### src/rtl/tmds_decoder.sv
// TMDS channel decoder with word-alignment search and bitslip control.
// Latency: 1 clk from TMDS to VD/CD/VDE/locked/bitslip (all outputs registered).
// Backpressure: none; one word is accepted every clk and the output cannot stall.
//
// Ports:
//   clk           pixel clock, one 10-bit TMDS word per cycle
//   rst           asynchronous active-high reset
//   TMDS[9:0]     parallel word from the deserializer, bit 0 first on the wire
//   VD[7:0]       decoded video data (0 outside data periods or when unlocked)
//   CD[1:0]       decoded control bits {C1,C0}; held during data periods
//   VDE           video data enable
//   locked        word alignment achieved
//   bitslip       one-cycle request to the deserializer to shift by 1 bit
//   lock_loss_cnt saturating count of LOCKED->SEARCH transitions
//                 (present only when TMDS_LOCK_STATS_EN is defined)
module tmds_decoder #(
  parameter int CTRL_RUN     = 8,
  parameter int LOCK_TIMEOUT = 1024,
  parameter int SLIP_WAIT    = 16
) (
  input  logic        clk,
  input  logic        rst,
  input  logic [9:0]  TMDS,
  output logic [7:0]  VD,
  output logic [1:0]  CD,
  output logic        VDE,
  output logic        locked,
  output logic        bitslip
`ifdef TMDS_LOCK_STATS_EN
  ,
  output logic [15:0] lock_loss_cnt
`endif
);

  localparam int RUN_W = $clog2(CTRL_RUN + 1);
  localparam int TO_W  = $clog2(LOCK_TIMEOUT + 1);
  localparam int WT_W  = $clog2(SLIP_WAIT + 1);

  localparam logic [RUN_W-1:0] RUN_LAST = RUN_W'(CTRL_RUN - 1);
  localparam logic [TO_W-1:0]  TO_LAST  = TO_W'(LOCK_TIMEOUT - 1);
  localparam logic [WT_W-1:0]  WT_LAST  = WT_W'(SLIP_WAIT - 1);

  typedef enum logic [1:0] {
    ST_SEARCH    = 2'd0,
    ST_SLIP_WAIT = 2'd1,
    ST_LOCKED    = 2'd2
  } state_t;

  state_t           r_state;
  logic [RUN_W-1:0] r_run;
  logic [TO_W-1:0]  r_to;
  logic [WT_W-1:0]  r_wait;
  logic [7:0]       r_vd;
  logic [1:0]       r_cd;
  logic             r_vde;
  logic             r_locked;
  logic             r_bitslip;
`ifdef TMDS_LOCK_STATS_EN
  logic [15:0]      r_loss_cnt;
`endif

  logic             w_is_ctrl;
  logic [1:0]       w_ctrl_cd;
  logic [7:0]       w_q;
  logic [7:0]       w_vd;
  logic             w_run_done;
  logic             w_to_hit;
  logic             w_lock_nxt;

  // Control token classification
  always_comb begin
    w_is_ctrl = 1'b1;
    w_ctrl_cd = 2'b00;
    case (TMDS)
      10'b1101010100: w_ctrl_cd = 2'b00;
      10'b0010101011: w_ctrl_cd = 2'b01;
      10'b0101010100: w_ctrl_cd = 2'b10;
      10'b1010101011: w_ctrl_cd = 2'b11;
      default:        w_is_ctrl = 1'b0;
    endcase
  end

  // Data decode: undo the optional inversion (bit 9), then undo the
  // XOR (bit 8 = 1) or XNOR (bit 8 = 0) transition chain.
  always_comb begin
    w_q     = TMDS[9] ? ~TMDS[7:0] : TMDS[7:0];
    w_vd    = 8'h00;
    w_vd[0] = w_q[0];
    for (int i = 1; i < 8; i++) begin
      w_vd[i] = TMDS[8] ? (w_q[i] ^ w_q[i-1]) : ~(w_q[i] ^ w_q[i-1]);
    end
  end

  assign w_run_done = w_is_ctrl && (r_run == RUN_LAST);
  assign w_to_hit   = (r_to == TO_LAST);

  // Lock state after this edge. The outputs for the current word are gated
  // with it so that locked and the decoded word appear on the same cycle:
  // the token completing a run is already presented decoded, and the word
  // that exhausts the timeout while locked is already forced to zero.
  always_comb begin
    w_lock_nxt = 1'b0;
    case (r_state)
      ST_SEARCH: w_lock_nxt = w_run_done;
      ST_LOCKED: w_lock_nxt = !(!w_is_ctrl && w_to_hit);
      default:   w_lock_nxt = 1'b0;
    endcase
  end

  // Alignment FSM and registered outputs. Every counter increment sits behind
  // a compare against its terminal value, so no counter can wrap.
  always_ff @(posedge clk or posedge rst) begin
    if (rst) begin
      r_state    <= ST_SEARCH;
      r_run      <= '0;
      r_to       <= '0;
      r_wait     <= '0;
      r_vd       <= 8'h00;
      r_cd       <= 2'b00;
      r_vde      <= 1'b0;
      r_locked   <= 1'b0;
      r_bitslip  <= 1'b0;
`ifdef TMDS_LOCK_STATS_EN
      r_loss_cnt <= 16'h0000;
`endif
    end else begin
      r_bitslip <= 1'b0;

      case (r_state)
        ST_SEARCH: begin
          if (w_run_done) begin
            // Lock takes priority over a coincident timeout.
            r_state <= ST_LOCKED;
            r_run   <= '0;
            r_to    <= '0;
          end else if (w_to_hit) begin
            r_state   <= ST_SLIP_WAIT;
            r_bitslip <= 1'b1;
            r_run     <= '0;
            r_to      <= '0;
            r_wait    <= '0;
          end else if (w_is_ctrl) begin
            r_run <= r_run + 1'b1;
            r_to  <= '0;
          end else begin
            r_run <= '0;
            r_to  <= r_to + 1'b1;
          end
        end

        ST_SLIP_WAIT: begin
          // Input is ignored while the deserializer settles.
          if (r_wait == WT_LAST) begin
            r_state <= ST_SEARCH;
            r_run   <= '0;
            r_to    <= '0;
            r_wait  <= '0;
          end else begin
            r_wait <= r_wait + 1'b1;
          end
        end

        ST_LOCKED: begin
          if (w_is_ctrl) begin
            r_to <= '0;
          end else if (w_to_hit) begin
            // Lock loss goes straight back to SEARCH without a bitslip.
            r_state <= ST_SEARCH;
            r_run   <= '0;
            r_to    <= '0;
`ifdef TMDS_LOCK_STATS_EN
            if (r_loss_cnt != 16'hFFFF) begin
              r_loss_cnt <= r_loss_cnt + 16'h0001;
            end
`endif
          end else begin
            r_to <= r_to + 1'b1;
          end
        end

        default: begin
          r_state <= ST_SEARCH;
          r_run   <= '0;
          r_to    <= '0;
          r_wait  <= '0;
        end
      endcase

      r_locked <= w_lock_nxt;
      if (!w_lock_nxt) begin
        r_vd  <= 8'h00;
        r_cd  <= 2'b00;
        r_vde <= 1'b0;
      end else if (w_is_ctrl) begin
        r_vd  <= 8'h00;
        r_cd  <= w_ctrl_cd;
        r_vde <= 1'b0;
      end else begin
        // CD keeps the last control value through the data period.
        r_vd  <= w_vd;
        r_vde <= 1'b1;
      end
    end
  end

  assign VD      = r_vd;
  assign CD      = r_cd;
  assign VDE     = r_vde;
  assign locked  = r_locked;
  assign bitslip = r_bitslip;
`ifdef TMDS_LOCK_STATS_EN
  assign lock_loss_cnt = r_loss_cnt;
`endif

endmodule
### config.mk
export PLATFORM = sky130hd
export DESIGN_NAME = tmds_decoder
export DESIGN_NICKNAME = d
export VERILOG_FILES = /design/src/rtl/tmds_decoder.sv
export SDC_FILE = /design/constraint.sdc
export NUM_CORES = 1
export LEC_CHECK = 0
export CAP_MARGIN = 20
export CORE_MARGIN = 5
export CORE_UTILIZATION = 40
export DETAILED_ROUTE_END_ITERATION = 8
export MAX_ROUTING_LAYER = met4
export PLACE_DENSITY = 0.7
export SETUP_SLACK_MARGIN = 0.1
export SLEW_MARGIN = 10
export SYNTH_ARGS = -nofsm -noshare
export SYNTH_HDL_FRONTEND = slang
export SYNTH_SLANG_ARGS = --single-unit
### constraint.sdc
create_clock -name clk -period 5.95 [get_ports clk]
set_input_delay 0.595 -clock clk [delete_from_list [all_inputs] [get_ports clk]]
set_output_delay 0.595 -clock clk [all_outputs]
set_load 0.02 [all_outputs]
==> impl_metrics.py, run 1 <==
metrics = {
    "die": {
        "rows": 25,
        "ioPinCount": 25,
        "start_util_pct": 41.38,
        "core_area_um2": 4723,
        "die_w_um": 79.90,
        "chipHeight_um": 79.90,
        "die_area_um2": 6384,
    },
    "yosys": {
        "syn_inst": 193,
        "synthesis.nets": 216,
        "synth_edf_count": 0,
        "ys_ff_latch": 35,
        "synth_area_per_cell_um2": 10.13,
        "synth_warnings": 0,
        "synth_flop_cell": "dfrtp_1",
        "async_flop_share_pct": 100.0,
        "synth_area_um2": 1954,
        "seq_area_frac_synth_pct": 44.81,
        "synth.distinct_cells": 48,
    },
    "route": {
        "drtIter0Drc": 63,
        "drc": 0,
        "routedWlPerCell_um": 13.56,
        "ant_nets": 0,
        "via_per_inst": 5.091,
        "wl_um": 3877,
        "via_count": 1456,
        "drt_first_pass_iters": 4,
    },
    "sta": {
        "rsz0062_at_grt": "false",
        "fmax_mhz": 353.3,
        "fin_crit_ns": 2.831,
        "drv_slew": 0,
        "min_period_over_period_pct": 47.57,
        "setup_viol": 0,
        "setup_ws_ns": 3.119,
        "worst_pin_slew_ns": 0.9794,
        "skew_ns": 0.006622,
        "relSlewSlack_pct": 33.02,
        "tns_ns": 0,
        "holdWs_ns": 0.4989,
        "hold_viol": 0,
    },
    "cells_and_area": {
        "layout_commonest_cell": "dfrtp_1",
        "drive_above_1_share_pct": 8.219,
        "area_growth_pct": 19.46,
        "num-fill-cells": 437,
        "n_antenna_cell": 0,
        "final_cell_mix": "dfrtp_1, clkdlybuf4s50_1, nor2_1, inv_1",
        "layout.cells.non_filler": 286,
        "final_nets": 241,
    },
    "worst_setup_path": {
        "setup.worst_path.start_class": "input port",
        "cp_max_fo": 9,
        "worstPathRequired_ns": 6.17,
        "crit_arrival_ns": 3.05,
        "regToRegStartpoint": "r_to[0]$_DFFE_PP0P_",
        "rr_worst_depth": 6,
        "timing.reg2reg.setup_slack_ns": 3.74,
        "cp-end-kind": "flop",
        "crit_type": "input port to flop",
        "reg2reg_to": "r_run[0]$_DFFE_PP0P_",
    },
    "pwr": {
        "cellLeakagePower_uw": 0.001086,
        "powerDensity_nw_per_um2": 227.3,
        "vdd_ir_drop_max_mv": 0.1506,
    },
    "grt": {
        "met3_usage_pct": 3.725,
        "antenna_found_initial": 0,
        "track_usage_pct": 14.46,
        "gr-total-overflow": 0,
        "grt_pass1_vias": 1459,
        "globalRouteMet2Util_pct": 22.68,
        "grt_max_degree": 36,
        "met1_usage_pct": 17.94,
        "busiest_layer": "met2",
        "grt_pass1_wl_um": 6941,
    },
    "place": {
        "placedCellCount": 278,
        "portBuffers": 24,
        "dp_hpwl_um": 2865,
        "gp_congestion": 0.8374,
        "place_ws_ns": 2.836,
    },
    "cts": {
        "clock_latency_ns": 0.28,
        "cts_buffer_depth": 2,
        "clk_pin_slew_ns": 0.07,
        "numCtsBuffers": 5,
        "cts-hold-fix-buffers": 0,
        "cts_resized": 0,
        "cts_root_buf": "clkbuf_8",
        "clkSinkCount": 35,
        "ctsHtreeMaxLevel": 2,
        "cts_tree": "built",
        "cts_setup_buffers": 0,
    },
    "worst_hold_path": {
        "holdPathStages": 1,
        "hp-start": "r_wait[3]$_DFFE_PP0P_",
        "hp-class": "flop to flop",
        "hold_end": "r_wait[3]$_DFFE_PP0P_",
    },
    "status": {
        "status": "finished clean",
    },
    "flow_run": {
        "cap_violations": 0,
    },
}
## synth_stat cells, drive strengths merged, types with 3 or more instances
cell | number | area (um2)
a21o | 4 | 30.03
a21oi | 10 | 53.80
a31oi | 6 | 37.54
and3 | 8 | 55.05
buf | 5 | 43.79
dfrtp | 35 | 875.8
ha | 11 | 137.6
inv | 13 | 48.80
nand2 | 11 | 41.29
nand2b | 5 | 31.28
nand3 | 8 | 45.04
nand4 | 3 | 18.77
nor2 | 13 | 48.80
nor2b | 3 | 18.77
nor3 | 4 | 30.03
o21ai | 13 | 76.33
or3 | 3 | 23.77
xnor2 | 9 | 78.83
## state kept, by name, summed over array words and instances, names as in the netlist
| name | count |
|---|---|
| r_run | 4 |
| r_state | 2 |
| bitslip | 1 |
| VD | 8 |
| r_wait | 5 |
| VDE | 1 |
| CD | 2 |
| r_to | 11 |
| locked | 1 |
## power breakdown
part / internal (uW) / switching (uW) / leakage, uW
clock: 106 / 79.4 / 0.0000515
sequential: 258 / 22.9 / 0.000478
combinational: 31.7 / 32.9 / 0.000556
total: 395 / 135 / 0.00109
## per-stage QoR
stage,total power (uW),cell area (um2),utilization [%]
global route,560.0,2335,49.43
detailed placement,349.8,2235,47.31
floorplan,326.8,1954,-
CTS,537.0,2335,49.43
finish,530.6,2335,49.43
global placement,347.7,2235,47.31
## worst max path at each step
stage / startpoint / to / cells after the start
6_report: TMDS[8] / r_run[2]$_DFFE_PP0P_ / 6
2_1_floorplan: TMDS[6] / r_to[7]$_DFFE_PP0P_ / 8
3_3_place_gp: TMDS[8] / r_run[2]$_DFFE_PP0P_ / 6
5_1_grt: TMDS[8] / r_run[2]$_DFFE_PP0P_ / 6
3_5_place_dp: TMDS[8] / r_run[2]$_DFFE_PP0P_ / 6
4_1_cts: TMDS[8] / r_run[2]$_DFFE_PP0P_ / 6
## kinds of logic (layout without fill, tap and decap cells)
logic type               count (synthesis)  in the layout  share of synthesized area (%)
AND/OR/NAND/NOR                         65             65                          18.57
flip-flops                              35             35                          44.81
adder cells (fa/ha/maj)                 11             11                          7.042
buffers and inverters                   20             46                          5.122
multiplexers                             2              2                          1.088
AO/OA/AOI/OAI                           49             49                          18.44
XOR/XNOR                                11             11                          4.930
## layout make-up
cell class                      count  area (um2)  area share, %
Multi-Input combinational cell    138       978.4          41.91
Sequential cell                    35       875.8          37.51
Timing Repair Buffer               25       247.7          10.61
Clock buffer                        8       100.1          4.287
Tap cell                           67       83.83          3.591
Inverter                           13       48.80          2.090
## critical path, cell delays in order
cell and delay, ns:
clkdlybuf4s50_1 0.76, and3_4 0.26, nand3_1 0.17, a2111oi_0 0.91, a21boi_0 0.26, a21o_1 0.10
## routing by layer
metal | up-vias | part of all wire, %
met1 | 697 | 47
li1 | 740 | -
met3 | 4 | 2.7
met4 | 0 | 1.5
met2 | 15 | 49
met5 | - | 0
Note: power is estimated with default switching activity, not from simulation.
==> run 2: changes to the inputs <==
==> constraint.sdc (replaced) <==
create_clock -name clk -period 2.7 [get_ports clk]
set_input_delay 0.27 -clock clk [delete_from_list [all_inputs] [get_ports clk]]
set_output_delay 0.27 -clock clk [all_outputs]
set_load 0.02 [all_outputs]
==> impl_metrics.py, run 2 (synthesized netlist as in run 1, its figures left out) <==
metrics = {
    "sta": {
        "skew_ns": 0.003634,
        "holdWs_ns": 0.3767,
        "rsz0062_at_grt": "false",
        "relSlewSlack_pct": 55.48,
        "drv_slew": 0,
        "min_period_over_period_pct": 82.43,
        "tns_ns": 0,
        "setup_viol": 0,
        "worst_pin_slew_ns": 0.6591,
        "hold_viol": 0,
        "fmax_mhz": 449.3,
        "fin_crit_ns": 2.226,
    },
    "worst_setup_path": {
        "crit_type": "flop to flop",
        "cp_slowest_stage_delay_ns": 0.68,
        "slowest_stage": "o41ai_1",
        "critPathBufInv": 1,
        "crit_chain": "ha_1 > nand3_2 > o41ai_1 > nor3_2 > buf_4 > a41oi_1 > a31oi_1",
        "crit_family": "compound AO/OA/AOI/OAI gates",
        "cp_max_fo": 9,
        "crit_arrival_ns": 2.39,
        "setup.worst_path.start_class": "flop",
        "cp-end-kind": "flop",
        "worstPathRequired_ns": 2.87,
    },
    "cts": {
        "cts_resized": 0,
        "cts_root_buf": "clkbuf_8",
        "ctsHtreeMaxLevel": 2,
        "cts_setup_buffers": 0,
        "cts_tree": "built",
        "cts_buffer_depth": 2,
        "cts-hold-fix-buffers": 0,
        "clk_pin_slew_ns": 0.07,
        "numCtsBuffers": 5,
        "clkSinkCount": 35,
        "clock_latency_ns": 0.29,
    },
    "flow_run": {
        "cap_violations": 0,
    },
    "pwr": {
        "vdd_ir_drop_max_mv": 0.2468,
        "cellLeakagePower_uw": 0.001118,
        "powerDensity_nw_per_um2": 496.5,
        "p_total_uw": 1185,
    },
    "grt": {
        "gr-total-overflow": 0,
        "grt_pass1_wl_um": 7093,
        "antenna_found_initial": 0,
        "grt_max_degree": 36,
        "grt_pass1_vias": 1492,
        "track_usage_pct": 14.67,
    },
    "place": {
        "gp_congestion": 0.8682,
        "dp_hpwl_um": 3029,
        "place_area_um2": 2287,
        "portBuffers": 24,
    },
    "cells_and_area": {
        "design_area_um2": 2387,
        "final_cell_mix": "dfrtp_1, clkdlybuf4s50_1, nor2_1, inv_1",
        "largest_reg_flops": 11,
        "final_nets": 248,
        "largest_register": "r_to",
        "num-fill-cells": 439,
        "n_antenna_cell": 0,
        "layout_commonest_cell": "dfrtp_1",
        "area_growth_pct": 22.15,
        "drive_above_1_share_pct": 11.06,
    },
    "die": {
        "die_w_um": 79.90,
        "start_util_pct": 41.38,
        "rows": 25,
        "die_area_um2": 6384,
        "ioPinCount": 25,
        "chipHeight_um": 79.90,
        "core_area_um2": 4723,
    },
    "route": {
        "wl_um": 4176,
        "drtIter0Drc": 58,
        "drt_first_pass_iters": 4,
        "via_per_inst": 5.239,
        "via_count": 1535,
        "routedWlPerCell_um": 14.25,
        "drc": 0,
        "ant_nets": 0,
    },
    "worst_hold_path": {
        "hp-class": "input port to async pin",
    },
    "status": {
        "status": "finished clean",
    },
}
## run 2: cell types whose count changed in the layout (fill, tap and decap cells not counted)
cell | before | now
buf_4 | 1 | 8
## run 2: area by class of cell
type | instances | area [um2] | area share [%]
tap | 67 | 83.83 | 3.512
inverter | 13 | 48.80 | 2.044
clock buffer | 8 | 100.1 | 4.193
timing repair buffer | 32 | 300.3 | 12.58
multi-input combinational | 138 | 978.4 | 40.99
sequential | 35 | 875.8 | 36.69
## run 2: power breakdown
group	internal [uW]	leakage, uW	switching, uW
Combinational	70.6	0.000589	70.0
Sequential	569	0.000478	54.8
Clock	233	0.0000515	188
Total	872	0.00112	313
## run 2: worst reg2reg max path, stage by stage, from the launching register on
cell and delay, ns:
dfrtp_1 0.39, ha_1 0.22, nand3_2 0.16, o41ai_1 0.68, nor3_2 0.17, buf_4 0.22, a41oi_1 0.21, a31oi_1 0.06
## run 2: final timing paths
| kind | from | end | slack (ns) | cells after the start |
|---|---|---|---|---|
| hold reg to reg | r_wait[3]$_DFFE_PP0P_ | r_wait[3]$_DFFE_PP0P_ | 0.49 | 1 |
| min in group clk | r_wait[3]$_DFFE_PP0P_ | r_wait[3]$_DFFE_PP0P_ | 0.49 | 1 |
| hold / removal | rst | VD[3]$_DFF_PP0_ | 0.38 | 3 |
| setup / recovery | r_to[0]$_DFFE_PP0P_ | r_to[9]$_DFFE_PP0P_ | 0.47 | 7 |
| setup reg to reg | r_to[0]$_DFFE_PP0P_ | r_to[9]$_DFFE_PP0P_ | 0.47 | 7 |
| max in group asynchronous | rst | r_to[9]$_DFFE_PP0P_ | 2.00 | 3 |
## run 2: metal layers
| metal | routed length, um | up-vias | part of all wire [%] | track usage (%) |
|---|---|---|---|---|
| met3 | 76 | 9 | 1.8 | 2.709 |
| met4 | 110 | 0 | 2.6 | 7.264 |
| met5 | 0 | - | 0 | - |
| met1 | 1996 | 760 | 48 | 18.12 |
| met2 | 1993 | 14 | 48 | 23.01 |
| li1 | - | 752 | - | - |
## run 2: metrics by stage
stage,util [%],instances,setup WS [ns]
6_report,50.54,293,0.4743
5_1_grt,50.54,293,0.2828
4_1_cts,50.54,293,0.4794
3_5_place_dp,48.42,285,0.2034
3_3_place_gp,48.42,285,0.2708
2_1_floorplan,-,193,0.7601
